### config.mk
export PLATFORM = sky130hd
export DESIGN_NAME = apb_reg_slave_flat
export DESIGN_NICKNAME = d
export VERILOG_FILES = /design/src/rtl/apb_reg_slave_if.sv /design/src/rtl/apb_reg_slave.sv /design/src/flat_wrapper.sv
export SDC_FILE = /design/constraint.sdc
export NUM_CORES = 1
export LEC_CHECK = 0
export CORE_MARGIN = 4
export CORE_UTILIZATION = 44
export CTS_BUF_LIST = sky130_fd_sc_hd__clkbuf_8 sky130_fd_sc_hd__clkbuf_16
export CTS_CLUSTER_SIZE = 12
export DETAILED_ROUTE_END_ITERATION = 8
export PLACE_DENSITY_LB_ADDON = 0.3
export SYNTH_ARGS = -nofsm -noshare
export SYNTH_HDL_FRONTEND = slang
export SYNTH_SLANG_ARGS = --single-unit
### constraint.sdc
create_clock -name hclk -period 2.4 [get_ports hclk]
set_clock_uncertainty 0.05 [all_clocks]
set_input_delay 0.48 -clock hclk [delete_from_list [all_inputs] [get_ports hclk]]
set_output_delay 0.48 -clock hclk [all_outputs]
set_load 0.02 [all_outputs]
### src/rtl/apb_reg_slave_if.sv
// APB bus bundle for the register slave.
// Master drives the select/strobe/address/data, slave returns read data and irq.
interface apb_reg_slave_if;
    logic [2:0]  pselx;
    logic        penable;
    logic        pwrite;
    logic [31:0] paddr;
    logic [31:0] pwdata;
    logic [31:0] prdata;
    logic        perr_irq;

    modport master (
        output pselx, penable, pwrite, paddr, pwdata,
        input  prdata, perr_irq
    );

    modport slave (
        input  pselx, penable, pwrite, paddr, pwdata,
        output prdata, perr_irq
    );
endinterface

### src/rtl/apb_reg_slave.sv
// APB register slave: 14 general words, STATUS (R14), write counter (R15).
// Tracks the bus phase, flags protocol errors and commits zero-wait writes.
module apb_reg_slave #(
    parameter int          SLV_ID    = 0,
    parameter logic [31:0] RESET_VAL = 32'h0
) (
    input logic             hclk,
    input logic             hresetn,
    apb_reg_slave_if.slave  apb
);
    typedef enum logic [1:0] {
        IDLE   = 2'd0,
        SETUP  = 2'd1,
        ACCESS = 2'd2
    } state_e;

    state_e      state_q;
    state_e      state_d;
    logic        psel;
    logic [3:0]  idx;
    logic [3:0]  addr_q;
    logic        wr_q;
    logic [31:0] regs_q [14];
    logic        err_q;
    logic [15:0] wcount_q;
    logic        proto_err;
    logic        commit;
    logic        latch;
    logic        rd_en;
    logic [31:0] rd_word;
    logic        unused_bits;

    assign psel = apb.pselx[SLV_ID];
    assign idx  = apb.paddr[5:2];
    assign unused_bits = ^{apb.paddr[31:6], apb.paddr[1:0], apb.pselx};

    // A held ACCESS must keep the address and direction seen in SETUP
    always_comb begin
        proto_err = 1'b0;
        unique case (state_q)
            IDLE:    proto_err = psel && apb.penable;
            SETUP:   proto_err = !psel;
            ACCESS:  proto_err = psel && apb.penable &&
                                 (idx != addr_q || apb.pwrite != wr_q);
            default: proto_err = 1'b0;
        endcase
    end

    always_ff @(posedge hclk or negedge hresetn) begin
        if (!hresetn) state_q <= IDLE;
        else          state_q <= state_d;
    end

    always_comb begin
        state_d = state_q;
        if (proto_err) begin
            state_d = psel ? SETUP : IDLE;
        end else begin
            unique case (state_q)
                IDLE:    state_d = (psel && !apb.penable) ? SETUP : IDLE;
                SETUP:   state_d = apb.penable ? ACCESS : SETUP;
                ACCESS:  state_d = !psel ? IDLE :
                                   (apb.penable ? ACCESS : SETUP);
                default: state_d = IDLE;
            endcase
        end
    end

    always_comb begin
        commit = (state_q == SETUP) && psel && apb.penable &&
                 apb.pwrite && !proto_err;
        latch  = (state_d == SETUP) &&
                 (state_q == IDLE || state_q == ACCESS);
        rd_en  = psel && apb.penable && !apb.pwrite;
    end

    always_ff @(posedge hclk or negedge hresetn) begin
        if (!hresetn) begin
            addr_q <= 4'd0;
            wr_q   <= 1'b0;
        end else if (latch) begin
            addr_q <= idx;
            wr_q   <= apb.pwrite;
        end
    end

    always_ff @(posedge hclk or negedge hresetn) begin
        if (!hresetn) begin
            for (int i = 0; i < 14; i++) regs_q[i] <= RESET_VAL;
        end else if (commit && idx < 4'd14) begin
            regs_q[idx] <= apb.pwdata;
        end
    end

    // Error set wins over a same-edge clear
    always_ff @(posedge hclk or negedge hresetn) begin
        if (!hresetn) begin
            err_q <= 1'b0;
        end else if (proto_err) begin
            err_q <= 1'b1;
        end else if (commit && idx == 4'd14 && apb.pwdata[0]) begin
            err_q <= 1'b0;
        end
    end

    always_ff @(posedge hclk or negedge hresetn) begin
        if (!hresetn)    wcount_q <= 16'h0;
        else if (commit) wcount_q <= wcount_q + 16'h1;
    end

    always_comb begin
        rd_word = 32'h0;
        unique case (1'b1)
            idx == 4'd14: rd_word = {30'b0, state_q == ACCESS, err_q};
            idx == 4'd15: rd_word = {16'b0, wcount_q};
            default:      rd_word = regs_q[idx];
        endcase
    end

    assign apb.prdata   = rd_en ? rd_word : 32'h0;
    assign apb.perr_irq = err_q;
endmodule

### src/flat_wrapper.sv
// flat-port wrapper written by rule: the top's interface ports become plain ports
module apb_reg_slave_flat 
#(
    parameter int          SLV_ID    = 0,
    parameter logic [31:0] RESET_VAL = 32'h0
)
  (hclk, hresetn, apb_pselx, apb_penable, apb_pwrite, apb_paddr, apb_pwdata, apb_prdata, apb_perr_irq);
  apb_reg_slave_if apb_i ();
  input logic hclk;
  input logic hresetn;
  input wire logic [$bits(apb_i.pselx)-1:0] apb_pselx;
  input wire logic [$bits(apb_i.penable)-1:0] apb_penable;
  input wire logic [$bits(apb_i.pwrite)-1:0] apb_pwrite;
  input wire logic [$bits(apb_i.paddr)-1:0] apb_paddr;
  input wire logic [$bits(apb_i.pwdata)-1:0] apb_pwdata;
  output wire logic [$bits(apb_i.prdata)-1:0] apb_prdata;
  output wire logic [$bits(apb_i.perr_irq)-1:0] apb_perr_irq;
  assign apb_i.pselx = apb_pselx;
  assign apb_i.penable = apb_penable;
  assign apb_i.pwrite = apb_pwrite;
  assign apb_i.paddr = apb_paddr;
  assign apb_i.pwdata = apb_pwdata;
  assign apb_prdata = apb_i.prdata;
  assign apb_perr_irq = apb_i.perr_irq;
  apb_reg_slave #(.SLV_ID(SLV_ID), .RESET_VAL(RESET_VAL)) u_core (.hclk(hclk), .hresetn(hresetn), .apb(apb_i));
endmodule
==> flow_metrics.env <==
export IMPL_run_status="finished with violations"
export IMPL_violations="setup timing"
export IMPL_syn_nets=1466
export IMPL_final_cell_mix="dfrtp_1 (472), mux2_2 (463), buf_4 (118)"
export IMPL_min_path_type="in -> async"
export IMPL_htree_levels=2
export IMPL_globalplace_congestion=0.819
export IMPL_finalSetupViolations=32
export IMPL_synth_simple_area_share_pct=2.18
export IMPL_wl_per_cell_microns=23.0
export IMPL_synth_top_family_by_area="multiplexers"
export IMPL_worst_slack_ps=-466
export IMPL_cts_buffers_inserted=52
export IMPL_grt_setup_unrepaired="yes"
export IMPL_placed_area_sq_um=24500
export IMPL_tritoncts="done"
export IMPL_vdd_ir_drop_max_mv=0.515
export IMPL_drc=0
export IMPL_r2r_cells=8
export IMPL_grt_usage_pct=20.1
export IMPL_arrival_ps=2340
export IMPL_synthMuxAreaShare_pct=36.2
export IMPL_worstPathRequired_ps=1870
export IMPL_synthXorXnorAreaFrac_pct=0.809
export IMPL_initial_core_util_pct=44.4
export IMPL_synth_edf_count=0
export IMPL_synthAdderAreaFrac_pct=0.0578
export IMPL_cap_violations=0
export IMPL_io_buffers=73
export IMPL_syn_avg_cell_area_sq_um=15.5
export IMPL_p_per_area_nw_per_um2=688
export IMPL_fin_area_sq_um=26600
export IMPL_endpoint_kind="output port"
export IMPL_worstReg2RegEnd="u_core.regs_q[21]$_DFFE_PN0P_"
export IMPL_grt_pass1_wl_microns=83200
export IMPL_firstDrtPassIters=5
export IMPL_slew_violations=0
export IMPL_clk_latency_ps=590
export IMPL_ys_seq_elements=472
export IMPL_dp_cells=2165
export IMPL_yosys_cell_types_count=50
export IMPL_synth_ff_type="dfrtp_1"
export IMPL_synth_area_sq_um=21700
export IMPL_tightestPinTransition_ps=810
export IMPL_die_h_microns=230
export IMPL_stdcell_count=2280
export IMPL_syn_inst=1394
export IMPL_path_clk_slew_ps=60
export IMPL_n_fill_cell=3901
export IMPL_area_growth_pct=22.7
export IMPL_cp_start_kind="flip-flop"
export IMPL_fmax_mhz=349
export IMPL_cts_sinks=472
export IMPL_r2r_setup_slack_ps=280
export IMPL_ios=104
export IMPL_dp_hpwl_microns=34800
export IMPL_final_hold_viol_count=0
export IMPL_grt_pass1_vias=13900
export IMPL_row_count=81
export IMPL_wl_microns=52500
export IMPL_drive_gt1_share_pct=56.5
export IMPL_clockBufferDepth=3
export IMPL_dieArea_sq_um=52800
export IMPL_grt_max_degree=110
export IMPL_fin_crit_sh_pct=119
export IMPL_final_common_cell="dfrtp_1"
export IMPL_vias=12900
export IMPL_critPathKind="reg -> out"
export IMPL_fin_crit_ps=2870
export IMPL_ys_seq_area_share_pct=54.5
export IMPL_drtIter0Drc=812
export IMPL_core_region_area_sq_um=48700
export IMPL_r2r_start="u_core.state_q[0]$_DFF_PN0_"
export IMPL_grt_overflow=0
export IMPL_antenna_found_initial=2
export IMPL_die_w_microns=230
export IMPL_postRouteAntennaNets=0
export IMPL_fin_tns_setup_ps=-9210
export IMPL_path_max_fanout=2
export IMPL_synthArstFlopShare_pct=100
export IMPL_vias_per_cell=5.66
export IMPL_slew_headroom_pct=45.8
export IMPL_nets=1645
export IMPL_yosysWarnings=0
export IMPL_power_leakage_nw=12.9
export IMPL_synth_compound_area_share_pct=3.06
export IMPL_cts_root_buf="clkbuf_16"
==> per-layer routing <==
layer | vias to the layer above | track usage (%) | part of all wire, %
met3 | 79 | 3.52 | 4.6
met5 | - | 0 | 0.025
li1 | 5613 | - | -
met2 | 253 | 33.3 | 49
met1 | 6968 | 27.5 | 44
met4 | 2 | 5.65 | 2.3
==> how the worst max path moves through the flow <==
stage	startpoint	endpoint	slack (ps)	cells after the start
after CTS	u_core.regs_q[91]$_DFFE_PN0P_	apb_prdata[27]	-530	5
after floorplan	apb_pwrite	apb_prdata[22]	-100	6
after detailed placement	apb_paddr[3]	apb_prdata[17]	-950	7
after global placement	apb_paddr[3]	apb_prdata[17]	-950	7
after global routing	u_core.regs_q[113]$_DFFE_PN0P_	apb_prdata[17]	-570	5
final	u_core.regs_q[113]$_DFFE_PN0P_	apb_prdata[17]	-470	5
==> metrics by stage <==
stage	setup WS (ps)	total power (W)	hold slack [ps]	utilization, %
finish	-466	0.0183	305	54.5
global route	-569	0.0190	310	54.5
CTS	-534	0.0185	284	54.3
detailed placement	-951	0.0107	322	50.3
global placement	-946	0.0107	327	50.3
floorplan	-101	0.00993	134	-
==> flip-flops by register name, indices dropped and copies added, names as in the netlist <==
| name | flops |
|---|---|
| u_core.regs_q | 448 |
| u_core.wr_q | 1 |
| u_core.wcount_q | 16 |
| u_core.state_q | 2 |
| u_core.apb.perr_irq | 1 |
| u_core.addr_q | 4 |
==> where the power goes <==
part	switching (W)	total (W)	internal, W
combinational	0.000862	0.00188	0.00102
sequential	0.000280	0.00878	0.00850
clock	0.00320	0.00761	0.00441
total	0.00435	0.0183	0.0139
==> kinds of logic after synthesis <==
logic type	Yosys count
compound gates	84
buf+inv	131
fa+ha+maj	1
mux	611
flops	472
xor+xnor	20
simple gates	75
==> critical path: stages (launching register included) <==
cell	delay (ps)
dfrtp_1	380
mux4_2	470
a222oi_1	480
buf_4	190
o22ai_1	60
buf_2	160
==> cells in the mapped netlist, types with 11 or more instances <==
library cell | count | share of area (%)
o21ai_0 | 14 | 0.32
mux2i_1 | 32 | 1.5
buf_6 | 11 | 0.57
nand2_1 | 14 | 0.24
xnor2_1 | 12 | 0.49
a222oi_1 | 29 | 1.3
mux4_2 | 86 | 8.9
buf_2 | 56 | 1.3
dfrtp_1 | 472 | 55
o22ai_1 | 16 | 0.46
mux2_1 | 20 | 1.0
a22o_1 | 13 | 0.53
mux2_2 | 465 | 24
clkbuf_1 | 45 | 0.78
==> repair_timing <==
item                                    in CTS  in global routing
endpoints found under the setup margin      32                 32
gates resized for setup                    238                  5
hold buffers                                 1                  0
pin swaps                                   27                 17
endpoints found under the hold margin       20                  0
gates cloned                                 2                  0
buffers inserted                             8                  7
==> layout make-up <==
type | instances | area [sq um] | share of cell area (%)
Clock buffer | 67 | 1510 | 5.67
Tap cell | 664 | 831 | 3.13
Inverter | 5 | 18.8 | 0.0706
Timing Repair Buffer | 251 | 2740 | 10.3
Antenna cell | 1 | 2.50 | 0.00942
Clock inverter | 29 | 158 | 0.593
Sequential cell | 472 | 11800 | 44.5
Multi-Input combinational cell | 791 | 9500 | 35.8
(Power assumes the default switching activity.)
